File: config.mk
export PLATFORM = sky130hd
export DESIGN_NAME = bit_deserializer
export DESIGN_NICKNAME = d
export VERILOG_FILES = /design/src/rtl/bit_deserializer.sv
export SDC_FILE = /design/constraint.sdc
export NUM_CORES = 1
export LEC_CHECK = 0
export ABC_AREA = 1
export BUFFER_PORTS_ARGS = -buffer_cell sky130_fd_sc_hd__buf_4
export CORE_MARGIN = 5
export CORE_UTILIZATION = 64
export DETAILED_ROUTE_END_ITERATION = 8
export PLACE_DENSITY = 0.95
export SYNTH_ARGS = -nofsm -noshare
export SYNTH_HDL_FRONTEND = slang
export SYNTH_SLANG_ARGS = --single-unit
File: constraint.sdc
create_clock -name clk -period 7.25 [get_ports clk]
set_clock_uncertainty 0.15 [all_clocks]
set_input_delay 1.0875 -clock clk [delete_from_list [all_inputs] [get_ports clk]]
set_output_delay 1.0875 -clock clk [all_outputs]
set_load 0.1 [all_outputs]
File: src/rtl/bit_deserializer.sv
// Serial-to-parallel receiver: packs framed LSB-first bit bursts into W-bit words,
// tags the final word of each burst and queues words in a first-word-fall-through FIFO.
module bit_deserializer #(
  parameter int W          = 8,
  parameter int FIFO_DEPTH = 4
) (
  input  logic                      clk,
  input  logic                      rst_n,
  input  logic                      in_valid,
  input  logic                      in_data,
  output logic                      m_valid,
  input  logic                      m_ready,
  output logic [W-1:0]              m_data,
  output logic                      m_last,
  output logic [$clog2(W+1)-1:0]    m_nbits,
  output logic [32:0]               burst_len,
  output logic                      burst_done,
  output logic                      overflow
);

  localparam int CW  = $clog2(W);
  localparam int NBW = $clog2(W + 1);
  localparam int AW  = $clog2(FIFO_DEPTH);

  localparam logic [CW-1:0]  CNT_MAX = CW'(W - 1);
  localparam logic [NBW-1:0] NB_FULL = NBW'(W);

  typedef enum logic {
    IDLE,
    ACTIVE
  } state_t;

  typedef struct packed {
    logic [W-1:0]   data;
    logic           last;
    logic [NBW-1:0] nbits;
  } word_t;

  state_t         state_q, state_d;
  logic           valid_d;
  logic [W-1:0]   shift_q, shift_d;
  logic [W-1:0]   hold_q, hold_d;
  logic [CW-1:0]  cnt_q, cnt_d;
  logic           held_q, held_d;
  logic [32:0]    len_q, len_d;
  logic           eob;
  logic           push;
  word_t          push_word;

  // A completed word waits in the holding register because its last flag is only
  // known once the next edge shows either another bit or the end of the burst.
  // NOTE: every signal written here gets a default first, so no latches are inferred.
  always_comb begin
    state_d   = state_q;
    shift_d   = shift_q;
    hold_d    = hold_q;
    cnt_d     = cnt_q;
    held_d    = held_q;
    len_d     = len_q;
    eob       = 1'b0;
    push      = 1'b0;
    push_word = '0;

    case (state_q)
      IDLE:    if (valid_d) state_d = ACTIVE;
      ACTIVE:  if (!valid_d) begin
                 state_d = IDLE;
                 eob     = 1'b1;
               end
      default: state_d = IDLE;
    endcase

    if (valid_d) begin
      len_d          = len_q + 33'd1;
      shift_d[cnt_q] = in_data;
      if (held_q) begin
        push      = 1'b1;
        push_word = '{data: hold_q, last: 1'b0, nbits: NB_FULL};
        held_d    = 1'b0;
      end
      if (cnt_q == CNT_MAX) begin
        hold_d  = shift_d;
        held_d  = 1'b1;
        shift_d = '0;
        cnt_d   = '0;
      end else begin
        cnt_d = cnt_q + 1'b1;
      end
    end else if (eob) begin
      if (held_q) begin
        push      = 1'b1;
        push_word = '{data: hold_q, last: 1'b1, nbits: NB_FULL};
      end else if (cnt_q != '0) begin
        push      = 1'b1;
        push_word = '{data: shift_q, last: 1'b1, nbits: NBW'(cnt_q)};
      end
      held_d  = 1'b0;
      cnt_d   = '0;
      shift_d = '0;
      len_d   = '0;
    end
  end

  // NOTE: sequential state is updated only with non-blocking assignments.
  always_ff @(posedge clk) begin
    if (!rst_n) begin
      valid_d    <= 1'b0;
      state_q    <= IDLE;
      shift_q    <= '0;
      hold_q     <= '0;
      cnt_q      <= '0;
      held_q     <= 1'b0;
      len_q      <= '0;
      burst_len  <= '0;
      burst_done <= 1'b0;
    end else begin
      valid_d    <= in_valid;
      state_q    <= state_d;
      shift_q    <= shift_d;
      hold_q     <= hold_d;
      cnt_q      <= cnt_d;
      held_q     <= held_d;
      len_q      <= len_d;
      burst_done <= eob;
      if (eob) burst_len <= len_q;
    end
  end

  // Output FIFO: pointers carry one extra wrap bit to tell full from empty.
  word_t          mem [FIFO_DEPTH];
  word_t          head;
  logic [AW:0]    wr_ptr, rd_ptr;
  logic           empty, full, pop, wr_en, drop;

  assign empty = (wr_ptr == rd_ptr);
  assign full  = (wr_ptr[AW] != rd_ptr[AW]) && (wr_ptr[AW-1:0] == rd_ptr[AW-1:0]);
  assign pop   = !empty && m_ready;
  assign wr_en = push && (!full || pop);
  assign drop  = push && full && !pop;

  always_ff @(posedge clk) begin
    if (!rst_n) begin
      wr_ptr   <= '0;
      rd_ptr   <= '0;
      overflow <= 1'b0;
    end else begin
      if (wr_en) wr_ptr <= wr_ptr + 1'b1;
      if (pop)   rd_ptr <= rd_ptr + 1'b1;
      if (drop)  overflow <= 1'b1;
    end
  end

  // NOTE: storage is not reset; the pointers alone define which entries are live.
  always_ff @(posedge clk) begin
    if (wr_en) mem[wr_ptr[AW-1:0]] <= push_word;
  end

  always_comb begin
    head = '0;
    if (!empty) head = mem[rd_ptr[AW-1:0]];
  end

  assign m_valid = !empty;
  assign m_data  = head.data;
  assign m_last  = head.last;
  assign m_nbits = head.nbits;

endmodule
=== Word level (Yosys, flattened, before mapping) ===
Memories as Yosys holds them, arrays and structs flattened. A register that Yosys moved wholly into a read port is not among the register bits.
Index checks and enable logic that the tools add are counted.

* Memories: 1
* Bits in writable memories: 52
* Register bits after elaboration: 96
* Logic and storage cells: 68
* Output and inout port bits: 49

* Equal/unequal tests: 4
* Reductions and logical operators: 13
* Multiplexer cells: 32
* Order comparisons: 2
* Add/subtract/negate cells: 4

{| class="wikitable"
|+ Memories
! memory !! words !! bits a word !! read ports !! clocked after memory_dff !! write ports !! RTL line !! source
|-
| mem || 4 || 13 || 1 || 1 || 1 || 130 || <nowiki>word_t mem [FIFO_DEPTH];</nowiki>
|}

{| class="wikitable"
|+ Operators by type and width
! operator !! count
|-
| $mux W13 || 6
|-
| $mux W33 || 2
|-
| $add A33 B1 Y33 const B || 1
|-
| $mux W8 || 3
|-
| $mux W1 || 14
|-
| $add A3 B1 Y3 const B || 3
|-
| $mux W3 || 3
|-
| $bwmux W8 || 1
|-
| $logic_and A1 B1 Y1 || 6
|-
| $lt A3 B4 Y1 const B || 1
|-
| $mux W2 || 2
|-
| $demux W1 S3 || 1
|-
| $eq A3 B3 Y1 || 1
|-
| $eq A3 B3 Y1 const B || 1
|-
| $ge A3 B1 Y1 const B || 1
|-
| $logic_not A1 Y1 || 3
|-
| $reduce_bool A3 Y1 || 1
|-
| $eq A2 B2 Y1 || 1
|-
| $reduce_and A2 Y1 || 1
|-
| $reduce_bool A2 Y1 || 1
|-
| $logic_or A1 B1 Y1 || 1
|-
| $ne A1 B1 Y1 || 1
|}

=== Depth between registers and ports, before layout ===
Gate-level depths: netlist of the first run.

* Word-level depth: 8
* Mapped depth: 10
* Mapped depth without buffers: 10

=== Least setup slack after synthesis of the first run ===
No wires, ideal clock.

* Kind: register -> output
* From: register wr_ptr[0]
* To: output port m_data[0]
* Required time: 6.012 ns
* Path buffers: 1
* Cell stages (with the launch flop): 7
* Slack: 4.034 ns
* Data arrival time: 1.979 ns
* Cell sequence: dfxtp_1 -> xor2_1 -> a21oi_1 -> nand2_1 -> buf_2 -> nand2_1 -> inv_1

* Cells in the longest elaborated chain, start to end: 2

{| class="wikitable"
|+ RTL lines
! item !! RTL line !! source
|-
| start: declaration || 132 || <nowiki>logic [AW:0] wr_ptr, rd_ptr;</nowiki>
|-
| start signal: assignment || 147 || <nowiki>if (wr_en) wr_ptr <= wr_ptr + 1'b1;</nowiki>
|-
| $eq A3 B3 Y1 || 135 || <nowiki>assign empty = (wr_ptr == rd_ptr);</nowiki>
|-
| $mux W13 || 160 || <nowiki>if (!empty) head = mem[rd_ptr[AW-1:0]];</nowiki>
|-
| end: declaration || 13 || <nowiki>output logic [W-1:0] m_data,</nowiki>
|}

Every way passes these cells.

==> flow_summary.json, run 1 <==
{
  "dpl.hpwl_um": 10500,
  "post_synth.cell_area_avg_um2": 8.40,
  "design.core.area_mm2": 0.00986,
  "synth_cells": 774,
  "hold_violations": 0,
  "synth-edff-count": 52,
  "dpl_cell_area_mm2": 0.00697,
  "crit_type": "reg2out",
  "post_cts_buffers": 0,
  "pin_count": 54,
  "utilization_pct": 76.5,
  "design_area_mm2": 0.00755,
  "cts_hold_buf": 0,
  "yosys_warnings": 0,
  "finalSetupViolCount": 0,
  "antenna_found_initial": 0,
  "critPathRequiredTime_ps": 6010,
  "hold_class": "reg2reg",
  "r2r-end": "burst_len[27]",
  "yosysTopAreaCell": "dfxtp_1",
  "numCtsBuffers": 17,
  "num_rows": 36,
  "final_cell_mix": "nand2_1, nor2_1, inv_1, dfxtp_1",
  "die_w_um": 111,
  "root_buffer": "clkbuf_8",
  "clk_pin_slew_ps": 70,
  "worst_pin_slew_ps": 1350,
  "grt_pass1_vias": 5768,
  "layout_commonest_cell": "nand2_1",
  "yosysSeqAreaShare_pct": 54.2,
  "htree_levels": 4,
  "clk_path_buf_depth": 2,
  "async_reset_ff_share_pct": 0,
  "synth-main-ff-cell": "dfxtp_1",
  "io_buffers": 53,
  "vias": 5828,
  "die_y_um": 111,
  "rsz0062_at_grt": "false",
  "ff2ff_path_depth": 5,
  "n_antenna_cell": 0,
  "fin_nets": 835,
  "r2r-start": "valid_d",
  "hp-start": "burst_len[10]",
  "cts_tree": "done",
  "critPathMaxFanout": 27,
  "drv_slew": 0,
  "drive_gt1_share_pct": 13.2,
  "area_growth_pct": 16.0,
  "slew_headroom_pct": 9.39,
  "drt_iter0_drc": 849,
  "fmax_mhz": 228,
  "grt_util_all_layers_pct": 27.6,
  "yosysTopAreaCellShare_pct": 30.2,
  "wl_per_cell_um": 17.5,
  "dieArea_mm2": 0.0123,
  "drt-vias-per-instance": 6.03,
  "end_kind": "primary output",
  "synth-seq-cells": 150,
  "netlist_area_mm2": 0.00650,
  "arrival_ps": 3160,
  "period_minus_slack_ps": 4390,
  "ir_worst_vdd_mv": 0.235,
  "min_period_over_period_pct": 60.6,
  "overflow": 0,
  "syn-num-nets": 788,
  "grt_max_degree": 37,
  "gp_congestion": 0.919,
  "drv_cap": 0,
  "clock_sinks": 150,
  "p_total_w": 0.00198,
  "synth.area.top_cells": "dfxtp_1, edfxtp_1, nand2_1",
  "hold_depth": 2,
  "r2r_setup_slack_ps": 3430,
  "synthDistinctLibCells": 40,
  "grt_pass1_wl_um": 27600,
  "clk-insertion-delay-late_ps": 530,
  "crit_path_start_kind": "flip-flop",
  "leakage_nw": 3.01,
  "status": "finished clean",
  "firstDrtPassIters": 7,
  "worst_hold_path.endpoint": "burst_len[10]",
  "tns_ps": 0,
  "powerDensity_mw_per_mm2": 262,
  "cts_resized": 0,
  "ant_nets": 0,
  "drc": 0,
  "detailedPlace.worstSlack_ps": 3370,
  "setup_ws_ps": 2860,
  "start_util_pct": 65.9,
  "routed_wl_um": 17000
}
==> Yosys cell counts, types with 2 or more instances <==
cell type and number:
a211oi_1 2, a21oi_1 36, a22o_1 9, a22oi_1 3, a31oi_1 3, a32o_1 3, buf_2 9, clkbuf_1 17
clkinv_1 2, dfxtp_1 98, edfxtp_1 52, ha_1 9, inv_1 104, inv_2 4, nand2_1 145, nand2_2 4
nand3_1 28, nand3_2 3, nand3b_1 2, nand4_1 8, nor2_1 107, nor2_4 5, nor3_1 10, nor3_2 2
o211ai_1 2, o21ai_0 55, o21ai_1 17, o22ai_1 9, o32ai_1 13, xor2_1 3
==> sequential cells by signal, indices dropped and copies added (netlist names), named ones only <==
signal and flops:
burst_done 1, burst_len 33, cnt_q 3, held_q 1, hold_q 8, len_q 33
mem 52, overflow 1, rd_ptr 3, shift_q 8, state_q 1, valid_d 1
wr_ptr 3
==> area by class of cell <==
class	count	area (um2)
clock buffers	17	414
clock inverters	15	164
fillers	610	2320
inverters	110	413
multi-input cells	487	2450
flip-flops and latches	150	3520
well taps	133	166
repair buffers	55	413
==> stage by stage <==
step	instances	hold WS (ps)
final	967	315
after global routing	967	340
after CTS	967	317
after detailed placement	935	301
after global placement	935	290
after floorplan	774	307
==> worst max-delay path, stage by stage (launching register included) <==
cell and delay [ps]:
dfxtp_1 900, clkinv_1 870, nor2_1 330, o32ai_1 140, nand2_1 100, inv_1 50
buf_4 230
==> worst max-delay path by stage <==
| stage | cells after the start | slack (ps) | endpoint | from |
|---|---|---|---|---|
| after global routing | 6 | 2620 | m_nbits[3] | flip-flop |
| final | 6 | 2860 | m_nbits[0] | flip-flop |
| after detailed placement | 5 | 3370 | burst_len[27] | rst_n |
| after floorplan | 6 | 4030 | m_data[0] | wr_ptr[0] |
| after CTS | 6 | 2920 | m_nbits[3] | flip-flop |
| after global placement | 5 | 3550 | burst_len[8] | rst_n |
==> logic make-up (layout without fill, tap and decap cells) <==
| logic type | count (synthesis) | in the layout | synth area share (%) |
|---|---|---|---|
| simple gates | 319 | 319 | 21.4 |
| compound gates | 155 | 155 | 14.1 |
| flops | 150 | 150 | 54.2 |
| buf+inv | 137 | 197 | 8.14 |
| fa+ha+maj | 9 | 9 | 1.73 |
| xor+xnor | 4 | 4 | 0.539 |
==> per-layer routing <==
layer	wire [um]	GRT usage [%]	up-vias	part of all wire, %
li1	-	-	2651	-
met1	6370	32.6	2712	38
met2	8330	47.6	396	49
met3	1620	6.82	69	9.5
met4	646	12.2	0	3.8
met5	0	0	-	0
==> power by group <==
group          internal (W)  switching [W]  total [W]
Sequential         0.000871      0.0000195   0.000891
Combinational     0.0000487       0.000178   0.000227
Clock              0.000497       0.000364   0.000861
Total               0.00142       0.000562    0.00198
Note: power is estimated with default switching activity, not from simulation.
==> run 2, diff against run 1 <==
--- a/config.mk
+++ b/config.mk
@@ -5,12 +5,12 @@
 export SDC_FILE = /design/constraint.sdc
 export NUM_CORES = 1
 export LEC_CHECK = 0
-export ABC_AREA = 1
+export ABC_AREA = 0
 export BUFFER_PORTS_ARGS = -buffer_cell sky130_fd_sc_hd__buf_4
 export CORE_MARGIN = 5
-export CORE_UTILIZATION = 64
+export CORE_UTILIZATION = 59
 export DETAILED_ROUTE_END_ITERATION = 8
-export PLACE_DENSITY = 0.95
+export PLACE_DENSITY = 0.9
 export SYNTH_ARGS = -nofsm -noshare
 export SYNTH_HDL_FRONTEND = slang
 export SYNTH_SLANG_ARGS = --single-unit
==> constraint.sdc (replaced) <==
create_clock -name clk -period 4.2 [get_ports clk]
set_clock_uncertainty 0.15 [all_clocks]
set_input_delay 0.63 -clock clk [delete_from_list [all_inputs] [get_ports clk]]
set_output_delay 0.63 -clock clk [all_outputs]
set_load 0.1 [all_outputs]
==> flow_summary.json, run 2 <==
{
  "status": "finished clean",
  "final_cell_mix": "dfxtp_1, nand2_1, buf_4, a21oi_1, edfxtp_1",
  "tns_ps": 0,
  "slowest_stage": "dfxtp_1",
  "synth_cells": 613,
  "die_w_um": 114,
  "dpl_cell_area_mm2": 0.00683,
  "area_growth_pct": 15.9,
  "vias": 4828,
  "dieArea_mm2": 0.0130,
  "crit_path_start_kind": "flip-flop",
  "crit_type": "reg2out",
  "grt_pass1_vias": 4694,
  "finalSetupViolCount": 0,
  "die_y_um": 114,
  "hp-start": "in_valid",
  "crit_family": "flip-flops",
  "r2r-start": "valid_d",
  "cts_tree": "done",
  "arrival_ps": 2410,
  "drv_slew": 0,
  "yosys_warnings": 0,
  "rsz0062_at_grt": "false",
  "powerDensity_mw_per_mm2": 433,
  "r2r_setup_slack_ps": 1370,
  "async_reset_ff_share_pct": 0,
  "post_cts_buffers": 0,
  "clock_sinks": 150,
  "utilization_pct": 69.0,
  "synth-seq-cells": 150,
  "start_util_pct": 59.5,
  "fin_nets": 660,
  "end_kind": "primary output",
  "leakage_nw": 2.68,
  "grt_max_degree": 66,
  "netlist_area_mm2": 0.00639,
  "synth_common_cells": "dfxtp_1, nand2_1, a21oi_1",
  "largest_reg_flops": 52,
  "htree_levels": 4,
  "post_synth.cell_area_avg_um2": 10.4,
  "drc": 0,
  "clk_path_buf_depth": 2,
  "min_period_over_period_pct": 76.1,
  "critPathMaxFanout": 13,
  "wl_per_cell_um": 17.6,
  "fmax_mhz": 313,
  "instances_no_fill": 799,
  "dp_cells": 767,
  "crit_chain": "mux4_2 > nor2b_1 > buf_4",
  "numCtsBuffers": 17,
  "worst_hold_path.endpoint": "valid_d",
  "clk_pin_slew_ps": 70,
  "num_rows": 38,
  "firstDrtPassIters": 6,
  "wl_met2_um": 7560,
  "yosysTopAreaCell": "dfxtp_1",
  "period_minus_slack_ps": 3190,
  "synth-edff-count": 52,
  "cts_resized": 0,
  "ff2ff_path_depth": 4,
  "drt-vias-per-instance": 6.04,
  "dpl.hpwl_um": 9010,
  "yosysTopAreaCellShare_pct": 30.7,
  "met3_length_um": 678,
  "n_antenna_cell": 0,
  "synthDistinctLibCells": 45,
  "grt_pass1_wl_um": 22900,
  "clk-insertion-delay-late_ps": 530,
  "routed_wl_um": 14000,
  "root_buffer": "clkbuf_8",
  "yosysSeqAreaShare_pct": 55.1,
  "yosysMostFrequentCell": "dfxtp_1",
  "highest_layer": "met4",
  "hold_class": "in2reg",
  "whs_ps": 186,
  "hold_depth": 2,
  "wl_met1_um": 5620,
  "synth.area.top_cells": "dfxtp_1, edfxtp_1, mux4_2",
  "gp_congestion": 0.795,
  "synth-main-ff-cell": "dfxtp_1",
  "drive_gt1_share_pct": 16.5,
  "ant_nets": 0,
  "hold_violations": 0,
  "cts_hold_buf": 0,
  "io_buffers": 53,
  "overflow": 0,
  "slew_headroom_pct": 29.7,
  "antenna_found_initial": 0,
  "r2r-end": "len_q[17]",
  "grt_util_all_layers_pct": 22.1,
  "drt_iter0_drc": 334,
  "design.core.area_mm2": 0.0107,
  "drv_cap": 0,
  "worst_pin_slew_ps": 1050,
  "design_area_mm2": 0.00741,
  "path_buf_inv": 1,
  "ir_worst_vdd_mv": 0.301,
  "layout_commonest_cell": "dfxtp_1",
  "slowest_delay_ps": 890,
  "syn-num-nets": 627,
  "critPathRequiredTime_ps": 3420,
  "pin_count": 54
}
[run 2: cell count changes in the layout (fill, tap and decap cells not counted), sizes merged, moves of 9 or more]
cell / delta
a21oi: +18
inv: -88
mux2i: +24
mux4: +13
nand2: -73
nand2b: +19
nor2: -77
nor2b: +15
o21ai: -72
o22ai: -9
o32ai: -13
[run 2: logic make-up after synthesis]
group	after synthesis	synth area share, %
buffers and inverters	63	3.91
DFF	150	55.1
xor gates and xnor gates	6	0.822
adders and majority gates	9	1.76
AOI/OAI and AO/OA	106	10.9
and+or+nand+nor	242	19.2
muxes	37	8.34
[run 2: cell type report]
cell class,instances,area [um2]
Clock inverter,15,169
Sequential cell,150,3520
Multi-Input combinational cell,400,2630
Inverter,19,71.3
Clock buffer,17,414
Tap cell,140,175
Timing Repair Buffer,58,435
Fill cell,773,3330
[run 2: worst max path at each step]
stage | to | slack, ps | cells after the start
after floorplan | m_data[0] | 1060 | 4
after global routing | m_data[6] | 790 | 3
after global placement | len_q[17] | 1560 | 4
after detailed placement | len_q[17] | 1440 | 4
final | m_nbits[3] | 1010 | 3
after CTS | m_nbits[3] | 940 | 3
[run 2: worst register-to-register path: cells and delay by family (launching register included)]
family,cells,cell delay (ps)
AO/OA/AOI/OAI,1,160
AND/OR/NAND/NOR,3,1530
flip-flops,1,940
[run 2: layer usage]
metal / up-vias / global-route usage, %
met5: - / 0
met1: 2375 / 26.0
met4: 0 / 6.73
li1: 2277 / -
met2: 158 / 40.2
met3: 18 / 4.65
[run 2: stage by stage]
| stage | total power [W] | setup WS, ps |
|---|---|---|
| final | 0.00321 | 1010 |
| after global routing | 0.00329 | 789 |
| after CTS | 0.00321 | 938 |
| after detailed placement | 0.00174 | 1440 |
| after global placement | 0.00174 | 1560 |
| after floorplan | 0.00170 | 1060 |
[run 2: power breakdown]
| part | switching, W | total [W] | internal, W |
|---|---|---|---|
| Clock | 0.000634 | 0.00150 | 0.000863 |
| Sequential | 0.0000194 | 0.00152 | 0.00150 |
| Combinational | 0.000140 | 0.000191 | 0.0000507 |
| Total | 0.000794 | 0.00321 | 0.00241 |
